$ cat config.mk
export PLATFORM = sky130hd
export DESIGN_NAME = uart_frame_packer
export DESIGN_NICKNAME = d
export VERILOG_FILES = /design/src/rtl/pq_uart_pkg.sv /design/src/rtl/uart_frame_packer.sv
export SDC_FILE = /design/constraint.sdc
export NUM_CORES = 1
export LEC_CHECK = 0
export ABC_AREA = 0
export CAP_MARGIN = 20
export CORE_MARGIN = 2
export CORE_UTILIZATION = 24
export DETAILED_ROUTE_END_ITERATION = 8
export PLACE_DENSITY_LB_ADDON = 0.3
export SLEW_MARGIN = 5
export SYNTH_ARGS = -nofsm -noshare
export SYNTH_HDL_FRONTEND = slang
export SYNTH_SLANG_ARGS = --single-unit
$ cat constraint.sdc
create_clock -name clk -period 2.3 [get_ports clk]
set_input_delay 0.46 -clock clk [delete_from_list [all_inputs] [get_ports clk]]
set_output_delay 0.46 -clock clk [all_outputs]
set_load 0.01 [all_outputs]
$ cat src/rtl/pq_uart_pkg.sv
// Shared definitions for the telemetry UART frame packer: state encoding,
// frame geometry and the byte selection used to build each frame.
package pq_uart_pkg;

  localparam int unsigned FRAME_LEN = 6;
  localparam int unsigned SAMPLE_W  = 12;
  localparam int unsigned BYTE_W    = 8;
  localparam int unsigned IDX_W     = 3;
  localparam int unsigned GAP_W     = 8;

  localparam logic [BYTE_W-1:0] HEADER_DEFAULT = 8'hAA;

  typedef enum logic [1:0] {
    ST_IDLE = 2'd0,
    ST_SEND = 2'd1,
    ST_GAP  = 2'd2
  } state_t;

  typedef struct packed {
    logic [SAMPLE_W-1:0] volt;
    logic [SAMPLE_W-1:0] curr;
  } sample_t;

  // Byte at position idx of the frame built from a captured sample.
  function automatic logic [BYTE_W-1:0] frame_byte(
    input logic [IDX_W-1:0]  idx,
    input logic [BYTE_W-1:0] header,
    input sample_t           smp,
    input logic [BYTE_W-1:0] chk
  );
    logic [BYTE_W-1:0] b;
    b = '0;
    case (idx)
      3'd0:    b = header;
      3'd1:    b = {4'h0, smp.volt[11:8]};
      3'd2:    b = smp.volt[7:0];
      3'd3:    b = {4'h0, smp.curr[11:8]};
      3'd4:    b = smp.curr[7:0];
      3'd5:    b = chk;
      default: b = '0;
    endcase
    return b;
  endfunction

endpackage

$ cat src/rtl/uart_frame_packer.sv
// Packs a captured voltage/current sample into a 6-byte UART frame
// (header, volt hi/lo, curr hi/lo, XOR checksum) with idle gaps between bytes.
module uart_frame_packer
  import pq_uart_pkg::*;
#(
  parameter logic [7:0]  HEADER     = HEADER_DEFAULT,
  parameter int unsigned GAP_CYCLES = 2
) (
  input  logic        clk,
  input  logic        reset_n,
  input  logic        sample_valid,
  input  logic [11:0] volt,
  input  logic [11:0] curr,
  output logic        sample_ready,
  output logic [7:0]  tx_data,
  output logic        tx_valid,
  input  logic        tx_ready,
  output logic        frame_done,
  output logic [7:0]  drop_count
);

  localparam logic [IDX_W-1:0] LAST_IDX = IDX_W'(FRAME_LEN - 1);
  localparam logic [GAP_W-1:0] GAP_LAST = GAP_W'(GAP_CYCLES - 1);

  state_t            state;
  logic [IDX_W-1:0]  byte_idx;
  logic [GAP_W-1:0]  gap_cnt;
  sample_t           smp;
  logic [BYTE_W-1:0] chk_c;
  logic              tx_accept;
  logic              sample_accept;

  // Checksum covers the four payload bytes only; header is excluded.
  assign chk_c = {4'h0, smp.volt[11:8]} ^ smp.volt[7:0]
               ^ {4'h0, smp.curr[11:8]} ^ smp.curr[7:0];

  assign tx_accept     = tx_valid && tx_ready;
  assign sample_accept = sample_valid && sample_ready;
  // Pulses in the same cycle the transmitter takes the checksum byte.
  assign frame_done    = tx_accept && (byte_idx == LAST_IDX);

  always_ff @(posedge clk or negedge reset_n) begin
    if (!reset_n) begin
      state        <= ST_IDLE;
      byte_idx     <= '0;
      gap_cnt      <= '0;
      smp          <= '0;
      tx_valid     <= 1'b0;
      tx_data      <= '0;
      sample_ready <= 1'b1;
      drop_count   <= '0;
    end else begin
      if (sample_valid && !sample_ready && (drop_count != 8'hFF)) begin
        drop_count <= drop_count + 8'd1;
      end

      case (state)
        ST_IDLE: begin
          if (sample_accept) begin
            smp.volt     <= volt;
            smp.curr     <= curr;
            sample_ready <= 1'b0;
            byte_idx     <= '0;
            tx_valid     <= 1'b1;
            tx_data      <= HEADER;
            state        <= ST_SEND;
          end
        end

        ST_SEND: begin
          if (tx_ready) begin
            tx_valid <= 1'b0;
            if (byte_idx == LAST_IDX) begin
              byte_idx     <= '0;
              sample_ready <= 1'b1;
              state        <= ST_IDLE;
            end else begin
              byte_idx <= byte_idx + 3'd1;
              gap_cnt  <= '0;
              state    <= ST_GAP;
            end
          end
        end

        ST_GAP: begin
          if (gap_cnt == GAP_LAST) begin
            gap_cnt  <= '0;
            tx_valid <= 1'b1;
            tx_data  <= frame_byte(byte_idx, HEADER, smp, chk_c);
            state    <= ST_SEND;
          end else begin
            gap_cnt <= gap_cnt + 8'd1;
          end
        end

        default: begin
          tx_valid     <= 1'b0;
          sample_ready <= 1'b1;
          byte_idx     <= '0;
          gap_cnt      <= '0;
          state        <= ST_IDLE;
        end
      endcase
    end
  end

endmodule
==> out/qor.yml, run 1 <==
outcome: "finished clean"
path_clk_slew_ns: 0.08
layout-drive-gt1-share_pct: 16.4
final_area_sq_mm: 0.00362
ys_types: 49
synth_fp_nets: 277
crit_chain: "nand2b_1 -> nor2_2 -> and3_1 -> dlygate4sd2_1"
slew_violations: 0
core_sq_mm: 0.0113
setup_slack_ns: 0.259
required_ns: 1.84
crit_path_start_kind: "flip-flop"
antenna_found_initial: 0
hold_buffers: 0
drcViolationCount: 0
dpl_cell_area_sq_mm: 0.00344
layout_commonest_cell: "dfrtp_1"
layout_min_cycle_time_ns: 2.04
clkLatencyLatePin_ns: 0.29
fp.dieH_um: 111
powerDensity_mw_per_mm2: 1070
overflow: 0
path_max_fanout: 4
cts_buffers: 5
yosys.area_share.adder_pct: 1.81
hold_violations: 0
n_antenna_cell: 0
portBuffers: 46
multi_input_area_sq_mm: 0.00134
worst_pin_slew_ns: 0.642
grt_usage_pct: 10.8
clockBufferDepth: 2
synth_xor_area_share_pct: 6.33
skew_ns: 0.00757
max_stage_delay_ns: 0.38
whs_ns: 0.189
cts-root-buf: "clkbuf_16"
netlist_instances: 245
rows: 39
worstPathArrival_ns: 1.58
regArea_sq_mm: 0.00138
grt_pass1_wl_um: 11000
place_ws_ns: 0.166
synth_seq_area_share_pct: 49.8
drt_first_pass_iters: 4
fill_cells: 1191
synth_top_family_by_area: "compound AO/OA/AOI/OAI gates"
fp.dieW_um: 111
ys_ff_latch: 55
end_kind: "output pin"
final_cell_mix: "dfrtp_1, clkdlybuf4s50_1, mux2_2"
synth_enable_flop_cells: 0
cts_sinks: 55
fmax_mhz: 490
ir_worst_vdd_uv: 455
ios: 47
cpMaxStageDelayCell: "dfrtp_1"
timing.setup.tns_ns: 0
muxShareOfSynthArea_pct: 11.3
drt_first_iter_violations: 166
start_util_pct: 24.4
async_flop_share_pct: 100
routedWlPerCell_um: 14.8
rsz0062_at_grt: "no"
viasPerCell: 4.76
area.growth.synth_to_final_pct: 30.8
grt_max_degree: 31
drt-total-wl_um: 6520
cts_tree: "yes"
synth_compound_area_share_pct: 14.6
relSlewSlack_pct: 57.2
cap_violations: 0
synthSimpleGateAreaFrac_pct: 14.0
dpl.hpwl_um: 4710
finalSetupViolCount: 0
htreeDepth: 2
fin_crit_sh_pct: 88.7
ant_nets: 0
synth_ff_type: "dfrtp_1"
syn_avg_cell_area_sq_um: 11.3
routabilityCongestion: 0.715
first_global_vias: 2135
via_count: 2100
netlist_area_sq_mm: 0.00277
r2r_slack_ns: 0.27
dieArea_sq_mm: 0.0124
ys_warn_count: 0
crit_type: "reg2out"
leakage_uw: 0.00151
hold_class: "in2async"
nNetsFinal: 329
power by group:
part	total [uW]	internal (uW)	switching (uW)
clock	884	518	365
combinational	1320	775	547
sequential	1670	1310	361
total	3870	2600	1270
flip-flops by register name, summed over array words and instances, names as in the netlist:
signal,flops
drop_count,8
gap_cnt,8
smp,24
tx_valid,1
byte_idx,3
sample_ready,1
tx_data,8
state,2
kinds of logic (layout without fill, tap and decap cells):
kind of cell             count (synthesis)  count (layout)
adder cells (fa/ha/maj)                  4               4
buffers and inverters                   13              66
AND/OR/NAND/NOR                         68              68
multiplexers                            28              28
XOR/XNOR                                20              20
AO/OA/AOI/OAI                           57              57
flip-flops                              55              55
metrics by stage:
| stage | power, uW | util [%] | instances |
|---|---|---|---|
| 6_report | 3870 | 32.0 | 441 |
| 5_1_grt | 4140 | 32.0 | 441 |
| 4_1_cts | 3930 | 32.0 | 441 |
| 3_5_place_dp | 3010 | 30.4 | 433 |
| 3_3_place_gp | 2990 | 30.4 | 433 |
| 2_1_floorplan | 2450 | - | 245 |
routing by layer:
layer | up-vias | share of wire (%) | track usage [%]
met5 | - | 0 | 0
met1 | 1050 | 50 | 15.5
li1 | 1000 | - | -
met3 | 4 | 3.0 | 1.96
met2 | 46 | 46 | 16.8
met4 | 0 | 0.94 | 2.88
layout make-up:
type | instances | share of cell area [%]
tap | 143 | 4.95
clock buffer | 5 | 3.46
multi-input combinational | 177 | 37.0
clock inverter | 3 | 1.28
timing repair buffer | 53 | 14.7
sequential | 55 | 38.1
inverter | 5 | 0.519
path summary, 6_finish.rpt:
path                                          from                      to  depth (start not counted)
max reg2reg                 gap_cnt[1]$_DFFE_PN0P_  tx_data[0]$_DFFE_PN0P_                          6
max in group asynchronous                  reset_n    state[0]$_DFFE_PN0P_                          2
min reg2reg                 gap_cnt[7]$_DFFE_PN0P_  gap_cnt[7]$_DFFE_PN0P_                          1
max                        byte_idx[1]$_DFFE_PN0P_              frame_done                          4
min                                        reset_n      smp[0]$_DFFE_PN0P_                          1
min in group clk            gap_cnt[7]$_DFFE_PN0P_  gap_cnt[7]$_DFFE_PN0P_                          1
Yosys cell counts (all sizes together) (2+ instances only):
| cell type | n | area share [%] |
|---|---|---|
| nor2 | 10 | 1.4 |
| and2 | 2 | 0.45 |
| nand2 | 11 | 1.5 |
| nor2b | 7 | 1.6 |
| o22a | 2 | 0.63 |
| xor2 | 10 | 3.2 |
| mux2i | 2 | 0.72 |
| a2bb2oi | 2 | 0.63 |
| nand3 | 7 | 1.3 |
| o2bb2ai | 4 | 1.3 |
| xnor2 | 10 | 3.2 |
| a222oi | 2 | 0.72 |
| dfrtp | 54 | 49 |
| nand3b | 8 | 2.2 |
| o22ai | 3 | 0.68 |
| o21ai | 10 | 1.8 |
| ha | 4 | 1.8 |
| a31oi | 4 | 0.90 |
| nand2b | 6 | 1.4 |
| a22o | 4 | 1.3 |
| a21o | 3 | 0.81 |
| clkbuf | 4 | 0.54 |
| nor3 | 6 | 1.1 |
| or3 | 2 | 0.45 |
| a22oi | 2 | 0.54 |
| buf | 4 | 0.90 |
| mux2 | 26 | 11 |
| a41oi | 2 | 0.63 |
| a211oi | 3 | 0.81 |
| inv | 5 | 0.68 |
| and3 | 2 | 0.45 |
| a21oi | 9 | 1.6 |
| a32o | 2 | 0.72 |
| nor3b | 2 | 0.72 |
timing repair:
item | CTS | global route
resized for setup | 2 | 0
buffers inserted | 0 | 0
endpoints found under the setup margin | 1 | 0
worst max-delay path, delay by kind of cell (launching register included):
kind / cells / cell delay (ns)
buffers and inverters: 1 / 0.29
DFF: 1 / 0.38
and+or+nand+nor: 3 / 0.63
(Power assumes the default switching activity.)
==> inputs of run 2 (changes only) <==
- CORE_ASPECT_RATIO: unset -> 1.1
- PLACE_DENSITY: unset -> 0.42
- PLACE_DENSITY_LB_ADDON: 0.3 -> unset
==> out/qor.yml, run 2 (same netlist as run 1, synthesis figures left out) <==
outcome: "finished clean"
crit_type: "reg2out"
placed_cells: 441
hold_violations: 0
htreeDepth: 2
path_max_fanout: 4
layout-drive-gt1-share_pct: 17.1
place_ws_ns: 0.207
layout_commonest_cell: "dfrtp_1"
worstPathArrival_ns: 1.75
finalNonFillerCells: 449
setup_slack_ns: 0.0898
portBuffers: 46
cts_buffers: 5
clkLatencyLatePin_ns: 0.29
ios: 47
worst_pin_slew_ns: 0.613
finalSetupViolCount: 0
crit_path_start_kind: "flip-flop"
p_clk_share_pct: 20.5
grt_pass1_wl_um: 10800
core_sq_mm: 0.0113
fmax_mhz: 452
hold_buffers: 0
layout_min_cycle_time_ns: 2.21
routedWlPerCell_um: 14.8
nNetsFinal: 330
viasPerCell: 4.61
cts_sinks: 55
fp.dieW_um: 106
final_cell_mix: "dfrtp_1, clkdlybuf4s50_1, mux2_2"
grt_usage_pct: 11.1
powerDensity_mw_per_mm2: 1040
path_clk_slew_ns: 0.07
leakage_uw: 0.00150
rows: 41
cap_violations: 0
pwr-share-comb_pct: 35.7
clockBufferDepth: 2
via_count: 2070
relSlewSlack_pct: 59.2
cts-root-buf: "clkbuf_16"
antenna_found_initial: 0
first_global_vias: 2084
area.growth.synth_to_final_pct: 30.7
routabilityCongestion: 0.753
dpl.hpwl_um: 4730
drt-total-wl_um: 6660
n_antenna_cell: 0
drt_first_pass_iters: 4
p_switching_uw: 1280
skew_ns: 0.00560
cts_tree: "yes"
grt_max_degree: 32
drcViolationCount: 0
dieArea_sq_mm: 0.0124
swShare_pct: 33.9
drt_first_iter_violations: 74
fill_cells: 1163
hold_class: "in2async"
ir_worst_vdd_uv: 345
whs_ns: 0.173
p_int_uw: 2500
slew_violations: 0
start_util_pct: 24.4
p_seq_share_pct: 43.9
fp.dieH_um: 117
regMostFlops: "smp"
fin_crit_sh_pct: 96.1
end_kind: "output pin"
required_ns: 1.84
ant_nets: 0
overflow: 0
largest_reg_flops: 24
==> run 2: cell count changes in the layout (fill, tap and decap cells not counted), sizes merged <==
| cell | delta |
|---|---|
| buf | +1 |
| bufinv | -1 |
| clkdlybuf4s50 | +1 |
| clkinv | +2 |
| clkinvlp | -1 |
| dlygate4sd2 | -1 |
==> run 2: layer usage <==
metal	global-route usage, %	wire [um]
met3	2.12	205
met1	14.4	3150
met2	18.7	3220
met4	3.33	83
met5	0	0
==> run 2: layout make-up <==
class	count	area, sq um	share of cell area, %
flip-flops and latches	55	1380	38.1
repair buffers	54	541	15.0
clock inverters	3	18.8	0.519
multi-input cells	177	1350	37.2
clock buffers	5	125	3.46
inverters	5	18.8	0.519
well taps	150	188	5.19
==> run 2: repair_timing <==
item	CTS	global route
gates cloned	0	0
endpoints found under the hold margin	0	0
gates resized for setup	1	2
endpoints found under the setup margin	1	1
setup buffers	0	0
==> run 2: stage by stage <==
| stage | setup TNS [ns] | total power (uW) | util [%] | cell area, sq um |
|---|---|---|---|---|
| after floorplan | 0 | 2450 | - | 2770 |
| after global placement | 0 | 3020 | 30.5 | 3460 |
| after detailed placement | 0 | 3040 | 30.5 | 3460 |
| after CTS | 0 | 3840 | 31.8 | 3610 |
| after global routing | -0.00414 | 4040 | 31.9 | 3610 |
| final | 0 | 3780 | 31.9 | 3610 |
==> run 2: power by group through the flow <==
stage	logic (uW)	clock network, uW	registers [uW]
2_1_floorplan	814	0	1640
3_3_place_gp	1340	0	1680
3_5_place_dp	1360	0	1680
4_1_cts	1370	805	1670
5_1_grt	1480	849	1720
6_report	1350	773	1660
==> run 2: final timing paths <==
check	startpoint	to	slack [ns]	cells past startpoint
max	byte_idx[1]$_DFFE_PN0P_	frame_done	0.09	4
min	reset_n	smp[19]$_DFFE_PN0P_	0.17	1
max reg2reg	gap_cnt[1]$_DFFE_PN0P_	gap_cnt[6]$_DFFE_PN0P_	0.26	6
min reg2reg	drop_count[7]$_DFFE_PN0P_	drop_count[7]$_DFFE_PN0P_	0.50	1
max in group asynchronous	reset_n	sample_ready$_DFFE_PN1P_	1.48	2
min in group clk	drop_count[7]$_DFFE_PN0P_	drop_count[7]$_DFFE_PN0P_	0.50	1
==> run 2: critical path: stages, from the launching register on <==
cell	delay [ns]
dfrtp_1	0.38
nand2b_2	0.22
nor2_4	0.14
and3_1	0.18
clkdlybuf4s50_1	0.54
==> inputs of run 3 (changes only) <==
- CAP_MARGIN: 20 -> 5
==> results of run 3 <==
Final layout, timing and power as in run 2 (identical DEF).
